## src/rtl/lsu_pkg.sv

```systemverilog
// -----------------------------------------------------------------------------
// lsu_pkg
// Shared definitions for the MA-stage load/store access controller:
//   - RISC-V funct3 size/sign codes for loads and stores
//   - access-controller FSM state encodings
//   - byte-enable patterns
//   - captured-request record and the access fault check
// -----------------------------------------------------------------------------
package lsu_pkg;

  // Load funct3 codes
  localparam logic [2:0] LB  = 3'b000;
  localparam logic [2:0] LH  = 3'b001;
  localparam logic [2:0] LW  = 3'b010;
  localparam logic [2:0] LBU = 3'b100;
  localparam logic [2:0] LHU = 3'b101;
  // Store funct3 codes
  localparam logic [2:0] SB  = 3'b000;
  localparam logic [2:0] SH  = 3'b001;
  localparam logic [2:0] SW  = 3'b010;

  // Controller FSM states
  localparam logic [1:0] ST_IDLE   = 2'd0;
  localparam logic [1:0] ST_ACCESS = 2'd1;
  localparam logic [1:0] ST_WAIT   = 2'd2;
  localparam logic [1:0] ST_RESP   = 2'd3;

  // Byte-enable patterns for halfword/word accesses
  localparam logic [3:0] BE_HALF_LO = 4'b0011;
  localparam logic [3:0] BE_HALF_HI = 4'b1100;
  localparam logic [3:0] BE_WORD    = 4'b1111;

  // Request fields held for the duration of one access
  typedef struct packed {
    logic        we;
    logic [2:0]  funct3;
    logic [31:0] wdata;
  } lsu_req_t;

  // Misaligned halfword/word, reserved size codes, or an unsigned-size store.
  function automatic logic req_fault(input logic       we,
                                     input logic [2:0] funct3,
                                     input logic [1:0] off);
    logic f;
    f = 1'b0;
    case (funct3)
      3'b001, 3'b101:         f = off[0];
      3'b010:                 f = |off;
      3'b011, 3'b110, 3'b111: f = 1'b1;
      default:                f = 1'b0;
    endcase
    if (we && funct3[2]) f = 1'b1;
    return f;
  endfunction

endpackage

```

## src/rtl/decoder_2to4.sv

```systemverilog
// -----------------------------------------------------------------------------
// decoder_2to4
// Binary-to-one-hot decoder used for byte-lane selection.
//   i_sel    : 2-bit lane index
//   o_onehot : one-hot lane mask (00 -> 0001 ... 11 -> 1000)
// -----------------------------------------------------------------------------
module decoder_2to4 (
  input  logic [1:0] i_sel,
  output logic [3:0] o_onehot
);

  genvar gi;
  generate
    for (gi = 0; gi < 4; gi++) begin : g_dec
      assign o_onehot[gi] = (i_sel == 2'(gi));
    end
  endgenerate

endmodule

```

## src/rtl/lsu_load_extend.sv

```systemverilog
// -----------------------------------------------------------------------------
// lsu_load_extend
// Aligns a memory read word to the addressed byte and applies the load
// size/sign extension.
//   i_rdata    : raw memory word
//   i_byte_off : byte offset within the word (addr[1:0])
//   i_funct3   : load size/sign code
//   o_data     : aligned, extended load value (0 for non-load codes)
// -----------------------------------------------------------------------------
module lsu_load_extend
  import lsu_pkg::*;
(
  input  logic [31:0] i_rdata,
  input  logic [1:0]  i_byte_off,
  input  logic [2:0]  i_funct3,
  output logic [31:0] o_data
);

  logic [31:0] w_shifted;

  assign w_shifted = i_rdata >> {i_byte_off, 3'b000};

  always_comb begin
    o_data = 32'h0;
    case (i_funct3)
      LB:      o_data = {{24{w_shifted[7]}}, w_shifted[7:0]};
      LBU:     o_data = {24'h0, w_shifted[7:0]};
      LH:      o_data = {{16{w_shifted[15]}}, w_shifted[15:0]};
      LHU:     o_data = {16'h0, w_shifted[15:0]};
      LW:      o_data = w_shifted;
      default: o_data = 32'h0;
    endcase
  end

endmodule

```

## src/rtl/lsu_access_ctrl.sv

```systemverilog
// -----------------------------------------------------------------------------
// lsu_access_ctrl
// MA-stage memory-access controller. Accepts one load/store at a time, runs a
// single access to word-organised data memory, and returns an aligned,
// extended load value or a fault flag.
//   i_clk, i_reset                 : clock, asynchronous active-high reset
//   i_req_valid / o_req_ready      : request handshake (ready only in IDLE)
//   i_req_we, i_req_addr,
//   i_req_funct3, i_req_wdata      : request fields
//   o_rsp_valid                    : one-cycle completion pulse
//   o_rsp_rdata                    : extended load data (0 for stores/faults)
//   o_rsp_misaligned               : fault flag, qualified by o_rsp_valid
//   o_mem_en/we/addr/be/wdata      : memory strobe, write, word address,
//                                    byte enables, lane-replicated store data
//   i_mem_rdata                    : memory read word, valid MEM_LAT cycles
//                                    after the enable cycle
// -----------------------------------------------------------------------------
module lsu_access_ctrl
  import lsu_pkg::*;
#(
  parameter int ADDR_W  = 10,
  parameter int MEM_LAT = 1    // 1..3
) (
  input  logic              i_clk,
  input  logic              i_reset,
  input  logic              i_req_valid,
  output logic              o_req_ready,
  input  logic              i_req_we,
  input  logic [31:0]       i_req_addr,
  input  logic [2:0]        i_req_funct3,
  input  logic [31:0]       i_req_wdata,
  output logic              o_rsp_valid,
  output logic [31:0]       o_rsp_rdata,
  output logic              o_rsp_misaligned,
  output logic              o_mem_en,
  output logic              o_mem_we,
  output logic [ADDR_W-1:0] o_mem_addr,
  output logic [3:0]        o_mem_be,
  output logic [31:0]       o_mem_wdata,
  input  logic [31:0]       i_mem_rdata
);

  localparam logic [1:0] LAT_INIT = 2'(MEM_LAT - 1);

  logic [1:0]        r_state;
  lsu_req_t          r_req;
  logic [ADDR_W+1:0] r_addr;
  logic [1:0]        r_cnt;
  logic              r_fault;
  logic [31:0]       r_rdata;

  logic              w_accept;
  logic              w_fault;
  logic              w_access;
  logic [3:0]        w_lane;
  logic [3:0]        w_be;
  logic [31:0]       w_wdata;
  logic [31:0]       w_ext;
  logic              w_unused_addr_hi;

  // Address bits above the memory range are deliberately dropped.
  assign w_unused_addr_hi = ^i_req_addr[31:ADDR_W+2];

  assign o_req_ready = (r_state == ST_IDLE);
  assign w_accept    = i_req_valid && o_req_ready;
  assign w_fault     = req_fault(i_req_we, i_req_funct3, i_req_addr[1:0]);
  assign w_access    = (r_state == ST_ACCESS);

  decoder_2to4 u_lane_dec (
    .i_sel    (r_addr[1:0]),
    .o_onehot (w_lane)
  );

  lsu_load_extend u_load_ext (
    .i_rdata    (i_mem_rdata),
    .i_byte_off (r_addr[1:0]),
    .i_funct3   (r_req.funct3),
    .o_data     (w_ext)
  );

  // Size codes 11 never reach ACCESS (they fault), so default covers word.
  always_comb begin
    case (r_req.funct3[1:0])
      2'b00:   w_be = w_lane;
      2'b01:   w_be = r_addr[1] ? BE_HALF_HI : BE_HALF_LO;
      default: w_be = BE_WORD;
    endcase
  end

  // Each byte lane picks the store byte it would carry for the access size.
  genvar gi;
  generate
    for (gi = 0; gi < 4; gi++) begin : g_lane
      assign w_wdata[8*gi +: 8] =
        (r_req.funct3[1:0] == 2'b00) ? r_req.wdata[7:0] :
        (r_req.funct3[1:0] == 2'b01) ? r_req.wdata[8*(gi%2) +: 8] :
                                       r_req.wdata[8*gi +: 8];
    end
  endgenerate

  // Memory outputs are decoded from ACCESS so they drop with reset at once.
  assign o_mem_en    = w_access;
  assign o_mem_we    = w_access & r_req.we;
  assign o_mem_addr  = w_access ? r_addr[ADDR_W+1:2] : '0;
  assign o_mem_be    = w_access ? w_be : 4'b0000;
  assign o_mem_wdata = w_access ? w_wdata : 32'h0;

  assign o_rsp_valid      = (r_state == ST_RESP);
  assign o_rsp_misaligned = (r_state == ST_RESP) & r_fault;
  assign o_rsp_rdata      = r_rdata;

  always_ff @(posedge i_clk or posedge i_reset) begin
    if (i_reset) begin
      r_state <= ST_IDLE;
      r_req   <= '0;
      r_addr  <= '0;
      r_cnt   <= '0;
      r_fault <= 1'b0;
      r_rdata <= '0;
    end else begin
      case (r_state)
        ST_IDLE: begin
          if (w_accept) begin
            r_req.we     <= i_req_we;
            r_req.funct3 <= i_req_funct3;
            r_req.wdata  <= i_req_wdata;
            r_addr       <= i_req_addr[ADDR_W+1:0];
            r_fault      <= w_fault;
            if (w_fault) begin
              r_rdata <= '0;
              r_state <= ST_RESP;
            end else begin
              r_state <= ST_ACCESS;
            end
          end
        end
        ST_ACCESS: begin
          if (r_req.we) begin
            r_rdata <= '0;
            r_state <= ST_RESP;
          end else begin
            r_cnt   <= LAT_INIT;
            r_state <= ST_WAIT;
          end
        end
        ST_WAIT: begin
          if (r_cnt == 2'd0) begin
            r_rdata <= w_ext;
            r_state <= ST_RESP;
          end else begin
            r_cnt <= r_cnt - 2'd1;
          end
        end
        default: r_state <= ST_IDLE;  // ST_RESP
      endcase
    end
  end

endmodule

```

## config.mk

```make
export PLATFORM = sky130hd
export DESIGN_NAME = lsu_access_ctrl
export DESIGN_NICKNAME = d
export VERILOG_FILES = /design/src/rtl/lsu_pkg.sv /design/src/rtl/decoder_2to4.sv /design/src/rtl/lsu_load_extend.sv /design/src/rtl/lsu_access_ctrl.sv
export SDC_FILE = /design/constraint.sdc
export NUM_CORES = 1
export LEC_CHECK = 0
export CORE_UTILIZATION = 25
export DETAILED_ROUTE_END_ITERATION = 8
export PLACE_DENSITY_LB_ADDON = 0.3
export SYNTH_ARGS = -nofsm -noshare
export SYNTH_HDL_FRONTEND = slang
export SYNTH_HIERARCHICAL = 1
export SYNTH_SLANG_ARGS = --single-unit
```

## constraint.sdc

```tcl
create_clock -name i_clk -period 2.5 [get_ports i_clk]
set_input_delay 0.25 -clock i_clk [delete_from_list [all_inputs] [get_ports i_clk]]
set_output_delay 0.25 -clock i_clk [all_outputs]
set_load 0.03 [all_outputs]
```

==> summary by stage, run 1 <==
Routing
For this block, the routed nets add up to between 10,000 and 15,000 um of wire. The wire length on met3 is between 1000 and 1500 um. The vias after detailed routing is approximately 4,200.

For this run, the detailed router's first-pass iteration total came to 4. The met1 layer wirelength in the final routing is 6701 um. The final routed DRC violation total is 0.

The first routing iteration left roughly 150 violations. After detailed routing, the met2 layer carries roughly 6700 um of wire. Dividing the detail-routed wire length by the instance count gives 15.78 um. The average via count per standard cell is approximately 4.5. The post-route antenna net violation count is 0. The highest signal layer in the routed design is met4.

Logic synthesis
The average instance area after synthesis is slightly above 10 um2. The cell count after synthesis is between 500 and 600. The share of async-settable or async-resettable flops after synthesis is 1.000. The share of synthesized area in the top cell type comes to 0.4080.

The largest family of logic cells by synthesized area is multiplexers. The number of flops mapped to enable cells by yosys is 0. The number of nets in the synthesized netlist is about 620. The multiplexer fraction of the synthesized cell area is 0.2513. In the synthesized netlist the dominant register cell turns out to be dfrtp_1. By area the synthesized netlist is led by dfrtp_1, mux2i_1, mux2_1, nand2_1, and2_1.

The synthesized design spends more area on one cell type than any other, namely dfrtp_1. The Yosys step of the flow raised 6 warnings. The cell area that synthesis handed to floorplanning was 5214 um2. The sequential element share of the synthesized area is 0.4080. The synthesized flop and latch total is 85.

Of the total synthesized cell area, the portion taken by full adders, half adders and majority gates is 0.01440. The distinct cell type count after synthesis is 43. The most common cell in the netlist is dfrtp_1. The fraction of the mapped netlist area in compound gates was 0.1104. Of the total synthesized cell area, the portion taken by AND, OR, NAND and NOR gates is 0.1423.

Of the total synthesized cell area, the portion taken by XOR and XNOR cells is 0. Ranked by instance count, the synthesized netlist is headed by dfrtp_1, nand2_1, mux2i_1.

Critical path
The required time at the worst-slack endpoint is 2.25 ns. The cell with the biggest individual delay on the critical path is dfrtp_1. Among the stages of the critical path, the cell type that occurs most often is buf_4. Across all register-to-register paths, the minimum setup slack is just under 0.5 ns. The critical path goes through inv_1 > ha_1 > buf_4 > a21boi_1 > buf_4. Data on the critical path arrives at its endpoint at just under 2 ns. The top fanout value on the critical path is 46. The startpoint kind of the worst setup timing path is a flop. The sum of buffers and inverters on the critical path is 3. The worst setup path is of the reg -> out kind. The number of cells traversed by the worst register-to-register path is 6. The critical register-to-register path startpoint is r_addr[0]. The critical register-to-register path endpoint is o_rsp_rdata[28]. The delay contributed by the slowest stage of the critical path is ~0.43 ns. The cell family contributing the most delay on the critical path is buffers and inverters. STA classifies the critical path endpoint as a primary output.

CTS
The CTS H-tree depth is 3. The clock slew seen by the registers of the worst setup and hold paths is 0.07 ns. The TritonCTS sink count is 85. The clock reaches the later pin of the worst-skew pair after between 0.3 and 0.4 ns. The clock passes through at most 2 buffers. The number of instances resized during post-cts repair is 0.

The clock tree from TritonCTS is built. Clock tree synthesis inserted a total of 9 buffers. Hold repair after CTS inserted 0 buffers. Post-CTS timing repair inserted 0 buffers for setup. The clock tree root buffer cell is clkbuf_16.

Min path
In this run the worst hold path is classified as in -> async.

Job
Across the run, the number of max-cap violations was 0.

Final layout
The final-stage net count is between 700 and 800. The area added between synthesis and finish is 39.74%. After routing the design area is ~7300 um2. Summing all flip-flop and latch instances after layout gives 2127 um2. The multi-input combinational cells in the finished layout cover a total of approximately 2700 um2. Excluding fillers, the count of instances in the completed layout stands at 940.

The antenna diode count is 0. Counting the fill cells in the layout gives 2,043. Of the cells placed in the final design, the portion with a size suffix greater than 1 is 0.1522.

Placed design
The wire-length estimate of the detail-placed layout is 10,780 um. During placement, the flow inserted port buffers numbering about 170. The area of placed instances is ~7000 um2. After detailed placement, the design holds a cell count of approximately 920. The post-placement setup slack is between 0.4 and 0.5 ns.

The weighted congestion at the end of routability-driven global placement is between 0.8 and 0.9.

Run status
The flow ran to the end, and the final reports show no timing, DRC or antenna violations.

Global routing
The number of global-route vias before repair is ~4,400. The total overflow left after global routing is 0. The overall global routing resource usage is 0.1420.

The number of antenna violations at the first check in global routing was 0. Entering global routing, the biggest net connects 50 pins. The wire length of the first global-routing pass is between 20,000 and 25,000 um.

Power
Internal power comes to between 5 and 6 mW. The share of total power dissipated in the clock network is 0.140. In this run the static leakage power is approximately 3.1 nW. The maximum vdd ir drop is 0.6032 mV. The share of total power dissipated in combinational logic is 0.597. The relative contribution of sequential cells to total power is 0.263. The switching portion of total power is 0.4546. The total net switching power is between 4 and 5 mW. The power density over cell area is 1313 nW/um2.

Floorplan
The floorplan step defined a core boundary enclosing 20,360 um2. The floorplan step defined a die boundary enclosing 21,440 um2. For this configuration, the core starts out at a cell density of 0.2560. The horizontal extent of the die is ~150 um.

The die is 146.4 um tall. The floorplan has 52 rows. During I/O placement, the number of pins put on the boundary was 186.

Timing
The top achievable clock speed is 0.4468 GHz. The final period demand of the worst path is approximately 2.2 ns. Between clock sinks in the finished design, the worst skew comes to roughly 0.0076 ns. The portion of the clock cycle consumed by the worst path in the final layout is 0.8952.

Setup violations remaining at the end of the flow were counted as 0. Measured against its own limit, the worst slew margin works out to 0.4882. Setup repair after global routing left no endpoint under its margin.

After routing, the total negative slack on setup checks comes to 0 ns. The number of hold violations in the final report is 0. The worst-case setup margin in the final layout is approximately 0.26 ns. The number of slew-limit violations in the final report was 0. The actual slew at the worst max-slew pin is about 0.77 ns.
## layout by cell type (no fill, tap or decap), types with 8 or more instances in the layout
cell,n
clkdlybuf4s50_1,117
dfrtp_1,85
nand2_1,64
mux2i_1,57
buf_4,56
mux2_1,49
inv_1,41
and2_1,27
o21ai_1,18
nor2_1,14
mux2_2,14
nor2b_1,12
a21boi_1,12
o211ai_1,11
clkbuf_16,9
a211oi_1,8
o21ai_0,8
nand3b_1,8
## logic make-up after synthesis
family,Yosys count
buffers and inverters,80
adders and majority gates,6
and+or+nand+nor,142
AOI/OAI and AO/OA,80
muxes,122
DFF,85
## worst max path at each step
stage               depth (start not counted)            start  slack (ns)              end
floorplan                                   1          i_reset        0.06   o_rsp_rdata[0]
global placement                            6  i_req_funct3[2]        0.52  o_rsp_rdata[14]
detailed placement                          6  i_req_funct3[2]        0.47  o_rsp_rdata[12]
CTS                                         5       r_state[1]        0.26   o_mem_wdata[8]
global route                                6       r_state[1]        0.15         o_mem_we
finish                                      5       r_state[1]        0.26   o_mem_wdata[8]
## per-stage QoR
step           power [mW]    util  hold WS, ns
5_1_grt             10.22  0.3578       0.2726
3_5_place_dp        8.306  0.3438       0.4729
6_report            9.568  0.3578       0.2224
2_1_floorplan       6.508       -       0.3817
3_3_place_gp        8.201  0.3438       0.4660
4_1_cts             9.685  0.3578       0.2250
## per-layer routing
metal / vias up / global-route usage
met4: 0 / 0.03594
li1: 2048 / -
met5: - / 0
met1: 2019 / 0.1815
met2: 153 / 0.2269
met3: 10 / 0.05031
## registers in the layout, summed over array words and instances, names as in the netlist
name,flops
r_cnt,2
r_fault,1
r_state,2
r_addr,12
o_rsp_rdata,32
r_req,36
## layout make-up
type,count,area share
multi-input combinational,350,0.3713
sequential,85,0.2919
timing repair buffer,177,0.2294
tap,270,0.04637
clock buffer,12,0.03246
inverter,42,0.02181
clock inverter,4,0.006698
## power groups by stage
| stage | Sequential [mW] | Clock, mW | Combinational (mW) |
|---|---|---|---|
| finish | 2.52 | 1.34 | 5.72 |
| global route | 2.61 | 1.44 | 6.16 |
| CTS | 2.53 | 1.38 | 5.78 |
| detailed placement | 2.55 | 0 | 5.76 |
| global placement | 2.50 | 0 | 5.70 |
| floorplan | 2.71 | 0 | 3.80 |
Note: power is estimated with default switching activity, not from simulation.
==> run 2, diff against run 1 <==
Settings changed: HOLD_SLACK_MARGIN set to 0.15.
==> results of run 2 <==
The final DEF is identical to that of run 1; final timing and power are the same.
==> run 3, diff against run 2 <==
Settings changed: CORE_UTILIZATION 25 to 41.
==> summary by stage, run 3 (synthesis gave the netlist of run 1 again) <==
Run status
The run finished with clean final reports.

Floorplan
The I/O pin count is 186 (unchanged). The placement row count was 40 (-23%). The overall die height is 114.8 um (-22%). The full die area is 13,170 um2 (-39%). The initial standard-cell utilization of the core is 0.4269 (+0.1709). The horizontal extent of the die came to 114.8 um (-22%). The placeable core region is 12,210 um2 (-40%).

CTS
TritonCTS built the clock tree. The clock slew seen by the registers of the worst setup and hold paths is 0.06 ns (about the same). The clock latency at the later pin of the worst-skew pair is 0.34 ns (about the same). The buffer levels on the longest clock path came to 2 (unchanged). The clock tree root buffer cell is clkbuf_16.

The number of hold buffers added after cts is 0 (unchanged). The TritonCTS sink count was 85 (unchanged). The setup fix buffers added after clock tree synthesis was 0 (unchanged). The number of buffers inserted during clock tree synthesis is 9 (unchanged). The CTS H-tree depth is 3 (unchanged).

Timing
The number of slew-limit violations in the final report was 0 (unchanged). The summed negative setup slack over all endpoints is 0 ns (unchanged). The final period demand of the worst path is 2.391 ns (+0.1527 ns). Setup repair after global routing left no endpoint under its margin. The headroom to the max-slew limit is 0.5516 (+0.06337). The final setup violation count is 0 (unchanged). The portion of the clock cycle consumed by the worst path in the final layout is 0.9563 (+0.06106). The actual slew at the worst max-slew pin is 0.6539 ns (-0.1122 ns).

The final clock skew came to 0.003318 ns (-0.004255 ns). The number of hold violations in the final report is 0 (unchanged). The top achievable clock speed is 0.4183 GHz (-6.4%). The worst hold margin is 0.3153 ns (+0.09290 ns).

Final layout
The most common library cell in the layout ignoring fill and taps is clkdlybuf4s50_1. The post-route cell area is 7269 um2 (-0.22%). The antenna diode count came to 0 (unchanged). Leaving out fill and tap cells, the most frequent cells in the layout are clkdlybuf4s50_1, dfrtp_1, nand2_1. The multi-input gate area in the final layout is 2708 um2 (about the same). The area used by sequential logic in the layout came to 2128 um2 (about the same). The share of layout cells above drive strength 1 is 0.1581 (+0.005811). The number of fill cells in the layout came to 1,097 (-46%).

Compared with the post-synthesis result, the final layout area differs by 39.43%. The register name with the most flops is r_req. The final-stage net count is 781 (+0.90%). The final standard cell count with taps included and fillers excluded is 845 (-10%). The number of flip-flops in the largest register came to 36 (unchanged).

Routing
The wire length per cell after detailed routing is 15.91 um (+0.77%). The final routed DRC violation total is 0 (unchanged). The vias after detailed routing came to 4,239 (+0.21%). The detailed-route wire length is 13,440 um (-9.4%). The count of routing violations after the opening detailed-route iteration came to 207 (+35%).

The average via count per standard cell is 5.017 (+11%). The post-route antenna net violation count is 0 (unchanged). The first-pass detailed-route iteration total is 4 (unchanged).

Placed design
The number of cells after detailed placement is 829 (-10%). The weighted congestion at the end of routability-driven global placement is 0.8762 (+1.5%). The half-perimeter wire length of the detailed placement result is 9780 um (-9.3%).

The area of placed instances is 6938 um2 (-0.89%). The number of buffer cells added on primary ports was 165 (unchanged).

Job
The number of max-cap violations is 0 (unchanged).

Power
The reported leakage power is 3.178 nW (+1.2%). The maximum vdd ir drop was 0.6787 mV (+13%). The final total power was 9.750 mW (+1.9%). The power density over cell area is 1341 nW/um2 (+2.1%).

Critical path
The delay contributed by the slowest stage of the critical path is 0.70 ns (+0.27 ns). The type of the setup path with the least slack is reg -> out. The arrival time at the worst endpoint is 2.14 ns (+0.15 ns). The top fanout value on the critical path was 10 (-78%). STA classifies the critical path startpoint as a flop. The setup slack of the most critical reg-to-reg path is 0.39 ns (-0.10 ns). The nature of the critical path endpoint is a primary output. The cell with the biggest individual delay on the critical path is clkdlybuf4s50_1. The required time at the worst-slack endpoint came to 2.25 ns (about the same). Traced cell by cell, the critical path runs through inv_1 > ha_2 > a21boi_1 > clkdlybuf4s50_1.

Global routing
The overall global routing resource usage is 0.2161 (+0.07411). The number of antenna violations at the first check in global routing is 0 (unchanged). The largest net degree at the start of global routing was 86 (+72%).

The remaining global-route overflow came to 0 (unchanged). The number of global-route vias before repair came to 4,332 (-0.82%). The wire length of the first global-routing pass was 21,780 um (-8.7%).

Min path
The class of the tightest hold or removal check is in -> async.
run 3: cell count changes in the layout (fill, tap and decap cells not counted), sizes merged:
cell and change:
clkinv -3, clkinvlp +1, clkdlybuf4s50 +5, clkbuf +1, bufinv +1, buf +2
run 3: power by group:
part	leakage, nW	switching (mW)	internal, mW	total (mW)
clock	0.156	0.544	0.931	1.47
sequential	1.07	0.539	1.99	2.53
combinational	1.96	3.19	2.56	5.74
total	3.18	4.27	5.48	9.75
run 3: final cells by class:
type                            count  area share
Clock buffer                       13     0.03580
Clock inverter                      3    0.009294
Inverter                           42     0.02186
Multi-Input combinational cell    350      0.3725
Sequential cell                    85      0.2928
Tap cell                          168     0.02892
Timing Repair Buffer              184      0.2389
run 3: path summary, 6_finish.rpt:
path / start / end / cells after the start
worst min-delay path: i_reset / r_req[30] / 3
worst max register to register: r_addr[0] / o_rsp_rdata[14] / 6
worst max-delay path: r_state[1] / o_mem_wdata[8] / 4
worst min register to register: r_cnt[0] / r_cnt[0] / 1
min in group i_clk: r_cnt[0] / r_cnt[0] / 1
max in group asynchronous: i_reset / r_req[32] / 3
run 3: metrics by stage:
| stage | util | setup WS, ns |
|---|---|---|
| detailed placement | 0.5681 | 0.3779 |
| floorplan | - | 0.05650 |
| global route | 0.5953 | 0.01280 |
| global placement | 0.5681 | 0.4199 |
| CTS | 0.5952 | 0.06074 |
| finish | 0.5953 | 0.1093 |
run 3: worst max-delay path: cells and delay by family (launching register included):
kind	cells	cell delay, ns
AO/OA/AOI/OAI	1	0.22
adder cells (fa/ha/maj)	1	0.33
buffers and inverters	2	0.81
flip-flops	1	0.43
run 3: metal layers:
metal / global-route usage / part of all wire
met5: 0 / 0
met4: 0.08745 / 0.019
met3: 0.05535 / 0.075
met2: 0.3495 / 0.46
met1: 0.2773 / 0.44
run 3: timing repair:
| action | in CTS | in global routing |
|---|---|---|
| pin swaps | 0 | 0 |
| gates resized for setup | 1 | 1 |
| endpoints found under the setup margin | 1 | 2 |
